<file path="config.mk">
export PLATFORM = sky130hd
export DESIGN_NAME = lane_drain_sched
export DESIGN_NICKNAME = d
export VERILOG_FILES = /design/src/rtl/lane_drain_sched.sv
export SDC_FILE = /design/constraint.sdc
export NUM_CORES = 1
export LEC_CHECK = 0
export BUFFER_PORTS_ARGS = -buffer_cell sky130_fd_sc_hd__buf_2
export CAP_MARGIN = 20
export CELL_PAD_IN_SITES_DETAIL_PLACEMENT = 1
export CELL_PAD_IN_SITES_GLOBAL_PLACEMENT = 2
export CORE_MARGIN = 1
export CORE_UTILIZATION = 29
export DETAILED_ROUTE_END_ITERATION = 10
export GPL_TIMING_DRIVEN = 0
export PLACE_DENSITY_LB_ADDON = 0.08
export SETUP_SLACK_MARGIN = 0.05
export SLEW_MARGIN = 20
export SYNTH_ARGS = -nofsm -noshare
export SYNTH_HDL_FRONTEND = slang
export SYNTH_SLANG_ARGS = --single-unit
</file>
<file path="constraint.sdc">
create_clock -name hs_clk -period 3.3 [get_ports hs_clk]
set_input_delay 0.66 -clock hs_clk [delete_from_list [all_inputs] [get_ports hs_clk]]
set_output_delay 0.66 -clock hs_clk [all_outputs]
set_load 0.02 [all_outputs]
</file>
<file path="src/rtl/lane_drain_sched.sv">
// Round-robin drain scheduler: pops bounded bursts from per-lane FIFOs and merges
// them into one valid/ready stream tagged with the source lane, never overrunning its 2-entry buffer.
module lane_drain_sched #(
  parameter  int NUM_LANES = 4,
  parameter  int DATA_W    = 16,
  parameter  int BURST_MAX = 4,
  localparam int LANE_W    = $clog2(NUM_LANES)
) (
  input  logic                        hs_clk,
  input  logic                        rst,
  input  logic                        en,
  input  logic [NUM_LANES-1:0]        lane_mask,
  input  logic [NUM_LANES-1:0]        fifo_empty,
  input  logic [NUM_LANES*DATA_W-1:0] fifo_rdata,
  output logic [NUM_LANES-1:0]        fifo_pop,
  output logic                        out_valid,
  input  logic                        out_ready,
  output logic [DATA_W-1:0]           out_data,
  output logic [LANE_W-1:0]           out_lane,
  output logic                        busy
);
  localparam int CNT_W = $clog2(BURST_MAX + 1);

  typedef enum logic {IDLE, BURST} state_e;

  state_e                        state_q, state_d;
  logic [LANE_W-1:0]             grant_q, grant_d;
  logic [LANE_W-1:0]             rr_ptr_q, rr_ptr_d;
  logic [CNT_W-1:0]              burst_cnt_q, burst_cnt_d;
  logic                          inflight_q, inflight_d;
  logic [LANE_W-1:0]             fl_lane_q, fl_lane_d;
  logic [1:0][DATA_W-1:0]        buf_data_q, buf_data_d;
  logic [1:0][LANE_W-1:0]        buf_lane_q, buf_lane_d;
  logic                          rd_ptr_q, rd_ptr_d;
  logic                          wr_ptr_q, wr_ptr_d;
  logic [1:0]                    occ_q, occ_d;

  logic [NUM_LANES-1:0]          eligible;
  logic                          any_elig;
  logic [LANE_W-1:0]             first_elig;
  logic                          deq;
  logic                          credit;
  logic                          pop;
  logic [2:0]                    committed;

  function automatic logic [LANE_W-1:0] wrap_add(input logic [LANE_W-1:0] a, input int b);
    int s;
    s = int'(a) + b;
    if (s >= NUM_LANES) s = s - NUM_LANES;
    return s[LANE_W-1:0];
  endfunction

  assign eligible  = lane_mask & ~fifo_empty;
  assign out_valid = (occ_q != 2'd0);
  assign out_data  = buf_data_q[rd_ptr_q];
  assign out_lane  = buf_lane_q[rd_ptr_q];
  assign deq       = out_valid && out_ready;
  assign busy      = (state_q != IDLE) || inflight_q || (occ_q != 2'd0);

  // Slots already spoken for once this cycle's dequeue is retired.
  assign committed = 3'(occ_q) + 3'(inflight_q) - 3'(deq);
  assign credit    = (committed < 3'd2);

  // Descending scan so the smallest offset from rr_ptr wins.
  always_comb begin
    any_elig   = 1'b0;
    first_elig = '0;
    for (int k = NUM_LANES - 1; k >= 0; k--) begin
      if (eligible[wrap_add(rr_ptr_q, k)]) begin
        any_elig   = 1'b1;
        first_elig = wrap_add(rr_ptr_q, k);
      end
    end
  end

  always_comb begin
    state_d     = state_q;
    grant_d     = grant_q;
    rr_ptr_d    = rr_ptr_q;
    burst_cnt_d = burst_cnt_q;
    pop         = 1'b0;
    fifo_pop    = '0;
    case (state_q)
      IDLE: begin
        if (en && any_elig) begin
          grant_d     = first_elig;
          burst_cnt_d = '0;
          state_d     = BURST;
        end
      end
      BURST: begin
        if (!en || !eligible[grant_q] || burst_cnt_q == CNT_W'(BURST_MAX)) begin
          state_d  = IDLE;
          rr_ptr_d = wrap_add(grant_q, 1);
        end else if (credit) begin
          pop         = !rst;
          burst_cnt_d = burst_cnt_q + CNT_W'(1);
        end
      end
      default: state_d = IDLE;
    endcase
    if (pop) fifo_pop[grant_q] = 1'b1;
  end

  // Read data lands one cycle after the pop; capture it into the buffer tail.
  always_comb begin
    buf_data_d = buf_data_q;
    buf_lane_d = buf_lane_q;
    wr_ptr_d   = wr_ptr_q;
    rd_ptr_d   = rd_ptr_q;
    inflight_d = pop;
    fl_lane_d  = grant_q;
    if (inflight_q) begin
      buf_data_d[wr_ptr_q] = fifo_rdata[int'(fl_lane_q)*DATA_W +: DATA_W];
      buf_lane_d[wr_ptr_q] = fl_lane_q;
      wr_ptr_d             = ~wr_ptr_q;
    end
    if (deq) rd_ptr_d = ~rd_ptr_q;
    occ_d = occ_q + 2'(inflight_q) - 2'(deq);
  end

  always_ff @(posedge hs_clk) begin
    if (rst) begin
      state_q     <= IDLE;
      grant_q     <= '0;
      rr_ptr_q    <= '0;
      burst_cnt_q <= '0;
      inflight_q  <= 1'b0;
      fl_lane_q   <= '0;
      buf_data_q  <= '0;
      buf_lane_q  <= '0;
      rd_ptr_q    <= 1'b0;
      wr_ptr_q    <= 1'b0;
      occ_q       <= 2'd0;
    end else begin
      state_q     <= state_d;
      grant_q     <= grant_d;
      rr_ptr_q    <= rr_ptr_d;
      burst_cnt_q <= burst_cnt_d;
      inflight_q  <= inflight_d;
      fl_lane_q   <= fl_lane_d;
      buf_data_q  <= buf_data_d;
      buf_lane_q  <= buf_lane_d;
      rd_ptr_q    <= rd_ptr_d;
      wr_ptr_q    <= wr_ptr_d;
      occ_q       <= occ_d;
    end
  end
endmodule

</file>
# Word level (Yosys, flattened, before mapping)

Index checks and enable logic that the tools add are counted.

$lt $le $gt $ge: 15
Bitwise gates (word level): 5
Reduce and logical (&&, ||, !) cells: 15
Div/mod/pow operators: 0
Shift operators: 1
Add/sub/neg operators: 14
Equality and inequality tests: 4
Multipliers: 0
Multiplexer cells: 46

Operator list:

| kind                  | count |
|---|---|
| $shiftx A64 B7 Y16    | 1 |
| $mux W16              | 3 |
| $bwmux W32            | 1 |
| $mux W2               | 12 |
| $demux W16 S1         | 1 |
| $lt A2 B3 Y1 const B  | 5 |
| $mux W1               | 15 |
| $ge A3 B3 Y1 const B  | 4 |
| $bmux W1 S2           | 5 |
| $sub A2 B1 Y2 const B | 5 |
| $mux W3               | 3 |
| $add A2 B1 Y3 const B | 2 |
| $add A2 B2 Y3 const B | 2 |
| $pmux W3 S2           | 1 |
| $and A4 B4 Y4         | 1 |
| $bwmux W4             | 1 |
| $logic_and A1 B1 Y1   | 4 |
| $logic_or A1 B1 Y1    | 4 |
| $lt A1 B2 Y1 const B  | 2 |
| $mux W4               | 1 |
| $ne A2 B2 Y1 const B  | 2 |
| $not A4 Y4            | 1 |
| $reduce_and A2 Y1     | 2 |
| $add A2 B1 Y3         | 1 |
| 17 further kinds      | 21 |

Memory bits (writable): 0
Output and inout port bits: 24
Memories kept: 0
Logic and storage cells: 113
Bits in latches: 0
Flip-flop bits (word level): 51
ROM bits: 0
Bits of input ports: 76

# Logic depth before layout (Yosys ltp)

Gate-level depths: netlist (run 1).

Depth after elaboration: 12
Gate-level depth with buffers: 11
Mapped depth without buffers: 11

# Worst setup path after synthesis (run 1)

No wires, ideal clock.

Path kind: register to output
From: register occ_q[1]
To: output fifo_pop[0]
Setup slack: 23 ps
Arrival: 2617 ps
Required time: 2640 ps
Stages on the path, launching flop included: 12
Buffers on the path: 0
Cell sequence: dfxtp_1 or2_2 and2_1 ha_1 inv_1 ha_1 inv_1 fa_1 xnor2_1 and3_1 nand4b_1 nor2_1

Cells in the longest elaborated chain, start to end: 8
Elaborated cells between the ends (all ways): 9
Classes of those cells: add/sub: 2; order compare: 1; mux: 4; reduce/logical: 2

RTL lines:

| what                     | RTL line | RTL |
|---|---|---|
| start: declaration       | 36       | `logic [1:0] occ_q, occ_d;` |
| start signal: assignment | 134      | `occ_q <= 2'd0;` |
| start signal: assignment | 146      | `occ_q <= occ_d;` |
| $reduce_bool A2 Y1       | 54       | `assign out_valid = (occ_q != 2'd0);` |
| net out_valid            | 16       | `output logic out_valid,` |
| $logic_and A1 B1 Y1      | 57       | `assign deq = out_valid && out_ready;` |
| net deq                  | 41       | `logic deq;` |
| $sub A3 B1 Y3            | 61       | `assign committed = 3'(occ_q) + 3'(inflight_q) - 3'(deq);` |
| $lt A3 B2 Y1             | 62       | `assign credit = (committed < 3'd2);` |
| $mux W1                  | 95       | `end else if (credit) begin` |
| $mux W1                  | 92       | `if (!en \|\| !eligible[grant_q] \|\| burst_cnt_q == CNT_W'(BURST_MAX)) begin` |
| $mux W1                  | 83       | `case (state_q)` |
| $mux W4                  | 102      | `if (pop) fifo_pop[grant_q] = 1'b1;` |
| end: declaration         | 15       | `output logic [NUM_LANES-1:0] fifo_pop,` |

The timed path passes the listed nets, and every way through them passes these cells.

# Final worst setup path (run 1)

From: register occ_q[1]
To: output fifo_pop[0]

Cells in the longest elaborated chain, start to end: 8
Elaborated cells between the ends (all ways): 9
Classes of those cells: add/sub: 2; order compare: 1; mux: 4; reduce/logical: 2

RTL lines:

| what                | RTL line |
|---|---|
| $reduce_bool A2 Y1  | 54 |
| $logic_and A1 B1 Y1 | 57 |
| net deq             | 41 |
| $sub A3 B1 Y3       | 61 |
| $lt A3 B2 Y1        | 62 |
| $mux W1             | 95 |
| $mux W1             | 92 |
| $mux W1             | 83 |
| $mux W4             | 102 |

The timed path passes the listed nets, and every way through them passes these cells.

==> summary.md, run 1 <==
| Metric | Value |
|---|---|
| Post-synthesis async set-or-reset flop share | `0` |
| Share of cells above drive strength 1 | `0.458` |
| FF-to-FF Start | `occ_q[1]` |
| Chip Width | `98.4 um` |
| Cells on worst reg2reg path | `13` |
| CP Launch Point | `occ_q[1]` |
| Ordered cell list for the critical path | `or2_4 -> and2_4 -> ha_4 -> inv_2 -> ha_4 -> inv_2 -> fa_2 -> xnor2_2 -> and3_4 -> nand4b_1 -> buf_6 -> nor2_4 -> buf_6` |
| Layout area overhead | `32.8%` |
| Clock root buffer | `clkbuf_8` |
| Final setup margin | `-0.0288 ns` |
| Critical path endpoint category | `primary output` |
| Longest Clk Path Bufs | `2` |
| Drt total wl | `7800 um` |
| Worst-path fanout max | `5` |
| Non-filler instance count after layout | `486` |
| Sequential share of power | `0.412` |
| Area fraction of the dominant cell type after synthesis | `0.379` |
| Detail Placement HPWL | `5790 um` |
| Maxcap violations | `0` |
| Vias per inst | `4.99` |
| Clock Latency Late Sink | `0.32 ns` |
| Pwr Density | `444 nW/um^2` |
| Most area-hungry cell type in the Yosys netlist | `dfxtp_1` |
| Leak Pwr | `1.48 nW` |
| Violation count after the first detailed-route iteration | `67` |
| Sequential area share after synthesis | `0.379` |
| CTS sink cnt | `51` |
| Failing checks | `design-rule violations, negative setup slack` |
| Synthesized Nets | `350` |
| Worst-path clk slew | `0.11 ns` |
| Worst Path Required | `2.64 ns` |
| Comb pwr share | `0.336` |
| CP bufs+invs | `4` |
| Initial antenna violation count | `0` |
| Critical Path Slowest Stage Cell | `fa_2` |
| Count leader, synth | `dfxtp_1` |
| Dpl cells | `471` |
| Cells taking the most area after synthesis | `dfxtp_1 (38%), mux4_2 (15%), mux2_2 (7.5%)` |
| Area of the core | `8850 sq um` |
| Post-Syn Area | `2690 sq um` |
| Worst Setup EP | `fifo_pop[0]` |
| Hold Crit Class | `reg2reg` |
| Capture point of the worst reg-to-reg path | `burst_cnt_q[2]` |
| Data arrival time of the worst path | `2.67 ns` |
| Top cells by count, synth | `dfxtp_1 (51), nand2_1 (40), a21oi_1 (25)` |
| RSZ-0062 raised after global routing | `yes` |
| Die Y | `98.4 um` |
| Final setup TNS | `-0.108 ns` |
| Initial Utilization | `0.304` |
| Ys flop type | `dfxtp_1` |
| CTS buffer count | `5` |
| Sw Share | `0.311` |
| Io pins | `100` |
| Final ANT Viol Nets | `0` |
| CTS tree | `done` |
| VDD IR max | `0.183 mV` |
| Post-route DRC | `6` |
| Switch Pwr | `494 uW` |
| Tmin final | `3.33 ns` |
| RePlAce Congestion | `0.811` |
| Die area | `9670 sq um` |
| Critical path depth | `13` |
| Largest net degree at the start of global routing | `17` |
| Yosys warnings | `0` |
| Critical Path Start Type | `register` |
| Final hold violations | `0` |
| Tcrit/Tclk final | `1.01` |
| Via count | `2426` |
| Max-slew violation count | `0` |
| Delay-heaviest family, CP | `simple AND/OR/NAND/NOR gates` |
| Cts hold-fix bufs | `0` |
| Global route overflow | `0` |
| Max transition margin | `0.409` |
| Nets | `462` |
| Beginning of the worst hold path | `buf_data_q[8]` |
| ANT cells | `0` |
| Row count | `34` |
| Max incr delay on CP | `0.34 ns` |
| Syn Inst Count | `265` |
| Core Util, Final | `0.404` |
| Slew @ Worst Pin | `0.878 ns` |
| Status | `finished with violations` |
| Routed len/inst | `16.1 um` |
| CTS H-Tree Depth | `2` |
| FF-to-FF setup slack | `0.60 ns` |
| Critical path class | `reg2out` |
| Max Clock Freq | `300 MHz` |
| Fin Hold WS | `0.460 ns` |
| Distinct cells, synth | `40` |
| First-pass GRT wire length | `12800 um` |
| Clock share of power | `0.252` |
| Int Power | `1.09 mW` |
| Clk_skew | `0.0199 ns` |
| Post-synth EDFFs | `0` |
| Yosys reg bits | `51` |
| Number of global-route vias before repair | `2582` |
| All-layer global routing usage | `0.170` |
| TritonRoute pass-1 iters | `9` |
| Post-Syn Area per Cell | `10.2 sq um` |
| Setup violations, final | `4` |
| # port buffers | `98` |
[placed cells by master (no fill, tap or decap), types with 2 or more instances in the layout]
| cell | n |
|---|---|
| nor2_1 | 9 |
| a21oi_1 | 25 |
| dfxtp_2 | 2 |
| nand3b_1 | 2 |
| o211ai_1 | 3 |
| ha_1 | 6 |
| or3_1 | 2 |
| mux4_2 | 18 |
| nand4_1 | 3 |
| clkbuf_1 | 9 |
| buf_1 | 3 |
| inv_1 | 9 |
| nor2b_1 | 7 |
| a22o_1 | 18 |
| buf_2 | 97 |
| mux2_2 | 18 |
| buf_4 | 7 |
| nor2_4 | 4 |
| o22ai_1 | 2 |
| ha_4 | 2 |
| dfxtp_1 | 49 |
| nand2b_1 | 7 |
| clkbuf_8 | 6 |
| nand2_1 | 40 |
| buf_6 | 5 |
| inv_2 | 3 |
[per-layer routing]
layer / up-vias / share of wire / track usage
li1: 1181 / - / -
met1: 1189 / 0.43 / 0.204
met2: 52 / 0.52 / 0.310
met3: 4 / 0.041 / 0.0351
met4: 0 / 0.0070 / 0.0379
met5: - / 0 / 0
[how the worst min path moves through the flow]
stage                         end  depth (start not counted)
global placement    buf_data_q[5]                          2
detailed placement  buf_data_q[5]                          2
finish              buf_data_q[8]                          2
floorplan           buf_data_q[0]                          2
CTS                 buf_data_q[5]                          2
global route        buf_data_q[3]                          2
[sequential cells by signal (all words and copies together), names as in the netlist]
| signal | cells |
|---|---|
| rr_ptr_q | 2 |
| wr_ptr_q | 1 |
| burst_cnt_q | 3 |
| fl_lane_d | 2 |
| fl_lane_q | 2 |
| buf_lane_q | 4 |
| buf_data_q | 32 |
| rd_ptr_q | 1 |
| state_q | 1 |
| occ_q | 2 |
| inflight_q | 1 |
[logic make-up (layout without fill, tap and decap cells)]
family          count (synthesis)  in the layout  share of synthesized area
buf+inv                        28            141                     0.0418
mux                            38             38                      0.234
fa+ha+maj                       9              9                     0.0446
simple gates                   82             82                      0.146
xor+xnor                        2              2                    0.00651
compound gates                 55             55                      0.148
flops                          51             51                      0.379
[worst reg2reg max path, stage by stage (launching register included)]
cell and delay (ns):
dfxtp_2 0.33, or2_4 0.24, and2_4 0.15, ha_4 0.21
inv_2 0.06, ha_4 0.12, inv_2 0.03, fa_2 0.34
xnor2_2 0.18, buf_4 0.13, buf_4 0.09, nand4_1 0.18
or3_1 0.40, a31oi_1 0.18
[final cells by class]
cell class              instances  area [sq um]
flip-flops and latches         51          1020
inverters                      12          45.0
well taps                     108           135
clock buffers                   6          82.6
clock inverters                 2          16.3
plain buffers                  16          67.6
multi-input cells             186          1630
fillers                      1047          5270
repair buffers                105           572
[metrics by stage]
step / instance area (sq um) / power [mW] / setup slack (ns)
after floorplan: 2690 / 0.931 / 0.0231
after global placement: 3320 / 1.06 / -0.246
after detailed placement: 3320 / 1.07 / -0.249
after CTS: 3570 / 1.58 / -0.0913
after global routing: 3580 / 1.69 / -0.154
final: 3580 / 1.59 / -0.0288
[timing repair]
item | in CTS | in global routing
gates resized for setup | 29 | 0
hold endpoints to repair | 0 | 0
pin swaps | 8 | 6
setup buffers | 6 | 1
endpoints found under the setup margin | 4 | 4
[power by group through the flow]
stage / Sequential (mW) / Clock, mW / Combinational (mW)
after detailed placement: 0.671 / 0 / 0.395
after global placement: 0.670 / 0 / 0.387
after floorplan: 0.666 / 0 / 0.265
after global routing: 0.659 / 0.442 / 0.587
after CTS: 0.656 / 0.413 / 0.516
final: 0.655 / 0.400 / 0.534
Note: power is estimated with default switching activity, not from simulation.
==> run 2: changes to the inputs <==
- clock period: 3.3 -> 3.8 ns (I/O delays scaled with it)
==> run 2 against run 1 <==
Effect of this change:
- the flow finishes with violations (design-rule violations)
- setup slack improved by 0.23 ns
- core utilization decreased by 0.24 points
- die area unchanged
- cell area decreased by 0.59%
- first-iteration DRC count increased by 4.5%
- highest routed layer unchanged
- clock-buffer cell count unchanged
- clock skew about the same
- sequential power decreased by 13%
- global-route usage decreased by 0.25 points
==> summary.md, run 2 (synthesis gave the netlist of run 1 again) <==
| Metric | Value |
|---|---|
| Setup violations, final | `0` |
| Max Clock Freq | `278 MHz` |
| Maxcap violations | `0` |
| Max transition margin | `0.396` |
| CTS sink cnt | `51` |
| Failing checks | `design-rule violations` |
| Critical path class | `reg2out` |
| Capture point of the worst reg-to-reg path | `burst_cnt_q[2]` |
| All-layer global routing usage | `0.167` |
| Worst Path Required | `3.04 ns` |
| # port buffers | `98` |
| Initial antenna violation count | `0` |
| First-pass GRT wire length | `12700 um` |
| Clock Latency Late Sink | `0.32 ns` |
| FF-to-FF setup slack | `0.93 ns` |
| Fin area | `3550 sq um` |
| Largest regs | `buf_data_q: 32 flops, buf_lane_q: 4 flops, burst_cnt_q: 3 flops` |
| CTS buffer count | `5` |
| Number of global-route vias before repair | `2544` |
| Post-route DRC | `6` |
| Final setup TNS | `0 ns` |
| Cells on worst reg2reg path | `13` |
| Placed cell areas | `3320 sq um` |
| Final ANT Viol Nets | `0` |
| Area of the core | `8850 sq um` |
| CP Launch Point | `occ_q[1]` |
| FF-to-FF Start | `occ_q[1]` |
| Clk_skew | `0.0197 ns` |
| Pwr Density | `380 nW/um^2` |
| Global route overflow | `0` |
| Fin Hold WS | `0.459 ns` |
| Final hold violations | `0` |
| Via count | `2417` |
| Tmin final | `3.60 ns` |
| Setup WS pre-CTS | `0.0506 ns` |
| Critical path endpoint category | `primary output` |
| Nets | `462` |
| Initial Utilization | `0.304` |
| Detail Placement HPWL | `5790 um` |
| ANT cells | `0` |
| Tcrit/Tclk final | `0.946` |
| Most frequent cells in the layout | `buf_2 (97), dfxtp_1 (50), nand2_1 (40)` |
| Die Y | `98.4 um` |
| Status | `finished with violations` |
| Worst-path fanout max | `5` |
| Most common cell after layout, fill and taps aside | `buf_2` |
| TritonRoute pass-1 iters | `9` |
| Data arrival time of the worst path | `2.84 ns` |
| Final setup margin | `0.203 ns` |
| Layout area overhead | `32.0%` |
| Non-filler instance count after layout | `486` |
| Io pins | `100` |
| Drt total wl | `7740 um` |
| Largest reg by FF count | `buf_data_q` |
| VDD IR max | `0.160 mV` |
| Worst-path clk slew | `0.11 ns` |
| RSZ-0062 raised after global routing | `no` |
| Beginning of the worst hold path | `buf_data_q[8]` |
| Hold Crit Class | `reg2reg` |
| Core Util, Final | `0.402` |
| Power Total | `1.35 mW` |
| Share of cells above drive strength 1 | `0.447` |
| Longest Clk Path Bufs | `2` |
| Max-slew violation count | `0` |
| Max reg flops | `32` |
| Row count | `34` |
| Critical Path Start Type | `register` |
| Chip Width | `98.4 um` |
| Leak Pwr | `1.49 nW` |
| Vias per inst | `4.97` |
| Clock root buffer | `clkbuf_8` |
| Violation count after the first detailed-route iteration | `70` |
| CTS tree | `done` |
| CTS H-Tree Depth | `2` |
| Routed len/inst | `15.9 um` |
| RePlAce Congestion | `0.811` |
| Dpl cells | `471` |
| Slew @ Worst Pin | `0.896 ns` |
| Die area | `9670 sq um` |
| Worst Setup EP | `fifo_pop[0]` |
| Largest net degree at the start of global routing | `17` |
-- run 2: cell counts in the layout (fill, tap and decap cells not counted) --
No cell type changed its count.
-- run 2: timing repair --
action                                  4_1_cts  5_1_grt
hold buffers                                  0        0
endpoints found under the setup margin        4        4
pin swaps                                     3        4
setup buffers                                 3        4
gates resized for setup                       2       23
hold endpoints to repair                      0        0
-- run 2: layer usage --
metal	vias to the layer above	share of wire	track usage
met2	51	0.51	0.301
met5	-	0	0
li1	1181	-	-
met4	0	0.0057	0.0379
met3	2	0.040	0.0351
met1	1183	0.44	0.204
-- run 2: cell type report --
class,count,area (sq um)
fillers,1046,5290
multi-input cells,186,1610
flip-flops and latches,51,1020
repair buffers,105,572
well taps,108,135
clock buffers,6,82.6
plain buffers,16,67.6
inverters,12,45.0
clock inverters,2,16.3
-- run 2: where the power goes --
group	internal [mW]	total, mW	switching (mW)
registers	0.557	0.570	0.0127
logic	0.229	0.432	0.203
clock network	0.149	0.347	0.197
-- run 2: worst min-delay path by stage --
stage                               end  cells past startpoint
final                     buf_data_q[8]                      2
after global routing      buf_data_q[3]                      2
after CTS                 buf_data_q[5]                      2
after detailed placement  buf_data_q[5]                      2
after global placement    buf_data_q[5]                      2
after floorplan           buf_data_q[0]                      2
-- run 2: worst max-delay path, cell delays in order (launching register included) --
cell      delay, ns
dfxtp_4        0.36
or2_4          0.25
and2_4         0.15
ha_1           0.26
inv_1          0.06
ha_2           0.15
inv_1          0.05
fa_2           0.60
and3_4         0.19
nand4b_1       0.11
buf_6          0.18
nor2_4         0.08
buf_6          0.12
==> run 3: changes to the inputs <==
- CORE_ASPECT_RATIO: not set -> 1.2
==> run 3 against run 2 <==
Effect of this change:
- the flow now finishes without violations
- sequential share of layout area about the same
- setup slack got worse by 0.0043 ns
- critical path type unchanged
- highest routed layer unchanged
- via count decreased by 0.50%
- clock-buffer cell count unchanged
- combinational power increased by 3%
- cell area decreased by 0.25%
- final cell count increased by 2.1%
- critical path depth unchanged
- non-clock buffer count decreased by 2
==> summary.md, run 3 (synthesis gave the netlist of run 1 again) <==
| Metric | Value |
|---|---|
| RePlAce Congestion | `0.745` |
| Pwr Density | `413 nW/um^2` |
| Ordered cell list for the critical path | `or2_4 -> and2_4 -> ha_4 -> inv_2 -> ha_2 -> inv_2 -> fa_2 -> xnor2_2 -> and3_4 -> nand4b_1 -> nor2_1 -> buf_4` |
| Layout area overhead | `31.7%` |
| Area taken by multi-input logic gates | `1590 sq um` |
| Detail Placement HPWL | `5750 um` |
| Violation count after the first detailed-route iteration | `55` |
| Worst-path clk slew | `0.09 ns` |
| Max transition margin | `0.427` |
| Initial antenna violation count | `0` |
| CTS H-Tree Depth | `2` |
| Final ANT Viol Nets | `0` |
| Hold Crit Class | `reg2reg` |
| All-layer global routing usage | `0.163` |
| CTS tree | `done` |
| TritonRoute pass-1 iters | `4` |
| Routed len/inst | `15.4 um` |
| Largest reg by FF count | `buf_data_q` |
| Largest net degree at the start of global routing | `16` |
| Row count | `38` |
| Most common cell after layout, fill and taps aside | `buf_2` |
| VDD IR max | `0.260 mV` |
| Max Clock Freq | `278 MHz` |
| RSZ-0062 raised after global routing | `no` |
| Largest regs | `buf_data_q: 32 flops, buf_lane_q: 4 flops, burst_cnt_q: 3 flops` |
| Status | `completed` |
| # port buffers | `98` |
| Max incr delay on CP | `0.39 ns` |
| Max-slew violation count | `0` |
| First-pass GRT wire length | `12400 um` |
| Dpl cells | `483` |
| Longest Clk Path Bufs | `2` |
| Slew @ Worst Pin | `0.860 ns` |
| Drt total wl | `7640 um` |
| Most frequent cells in the layout | `buf_2 (99), dfxtp_1 (49), nand2_1 (40)` |
| ANT cells | `0` |
| Max reg flops | `32` |
| Final hold violations | `0` |
| Sequential cell area | `1020 sq um` |
| Post-route DRC | `0` |
| Data arrival time of the worst path | `2.84 ns` |
| Final setup TNS | `0 ns` |
| Worst-path fanout max | `5` |
| Share of cells above drive strength 1 | `0.441` |
| Io pins | `100` |
| Clk_skew | `0.0120 ns` |
| Die Y | `108 um` |
| CTS buffer count | `5` |
| Most common cell on crit path | `inv_2` |
| Vias per inst | `4.85` |
| Clock Latency Late Sink | `0.31 ns` |
| Area of the core | `9030 sq um` |
| Die area | `9680 sq um` |
| Via count | `2405` |
| Leak Pwr | `1.49 nW` |
| Tmin final | `3.60 ns` |
| Chip Width | `90.0 um` |
| Tcrit/Tclk final | `0.948` |
| Initial Utilization | `0.298` |
| Critical Path Slowest Stage Cell | `fa_2` |
| Setup violations, final | `0` |
| Critical Path Start Type | `register` |
| Worst Path Required | `3.04 ns` |
| Global route overflow | `0` |
| Fill cells | `1094` |
| Nets | `460` |
| Maxcap violations | `0` |
| Critical path endpoint category | `primary output` |
| Clock root buffer | `clkbuf_8` |
| Number of global-route vias before repair | `2476` |
| Critical path class | `reg2out` |
| Non-filler instance count after layout | `496` |
| CTS sink cnt | `51` |
-- run 3: changes by cell type in the layout (fill, tap and decap cells not counted), sizes merged --
cell / delta
bufinv: +2
clkinvlp: -1
clkinv: -1
buf: -2
-- run 3: layout make-up --
| cell class | count | area share |
|---|---|---|
| Multi-Input combinational cell | 186 | 0.450 |
| Sequential cell | 51 | 0.289 |
| Timing Repair Buffer | 103 | 0.150 |
| Tap cell | 120 | 0.0423 |
| Clock buffer | 6 | 0.0205 |
| Buffer | 16 | 0.0191 |
| Clock inverter | 2 | 0.0169 |
| Inverter | 12 | 0.0127 |
-- run 3: layer usage --
| layer | up-vias | share of wire | GRT usage | routed length, um |
|---|---|---|---|---|
| met5 | - | 0 | 0 | 0 |
| met4 | 0 | 0.0092 | 0.0449 | 70 |
| met3 | 6 | 0.033 | 0.0233 | 251 |
| met2 | 51 | 0.52 | 0.306 | 4010 |
| met1 | 1174 | 0.43 | 0.193 | 3310 |
| li1 | 1174 | - | - | - |
-- run 3: worst max-delay path, delay by kind of cell, from the launching register on --
kind	cells	cell delay (ns)
xor gates and xnor gates	1	0.21
adders and majority gates	3	0.74
buffers and inverters	3	0.23
DFF	1	0.33
and+or+nand+nor	5	1.01
-- run 3: repair_timing --
action | CTS | global route
endpoints found under the setup margin | 4 | 4
setup buffers | 3 | 2
hold buffers | 0 | 0
pin swaps | 4 | 6
hold endpoints to repair | 0 | 0
resized for setup | 5 | 8
-- run 3: final timing paths --
| kind | start | slack, ns | endpoint | cells after the start |
|---|---|---|---|---|
| max | occ_q[0] | 0.20 | fifo_pop[0] | 12 |
| min | buf_data_q[12] | 0.46 | buf_data_q[12] | 2 |
| max reg2reg | occ_q[0] | 1.01 | burst_cnt_q[2] | 13 |
| min reg2reg | buf_data_q[12] | 0.46 | buf_data_q[12] | 2 |
-- run 3: power breakdown --
group,switching [mW],internal (mW),total [mW]
registers,0.0130,0.557,0.570
clock network,0.187,0.263,0.451
logic,0.212,0.233,0.444
total,0.412,1.05,1.46
-- run 3: metrics by stage --
stage | setup slack [ns] | util | hold WS, ns | area (sq um) | power, mW
after global routing | 0.0243 | 0.393 | 0.476 | 3550 | 1.54
final | 0.199 | 0.393 | 0.460 | 3550 | 1.46
after floorplan | 0.409 | - | 0.434 | 2690 | 0.808
after detailed placement | 0.0709 | 0.369 | 0.447 | 3330 | 0.927
after global placement | 0.0810 | 0.369 | 0.443 | 3330 | 0.922
after CTS | 0.0669 | 0.387 | 0.462 | 3500 | 1.41
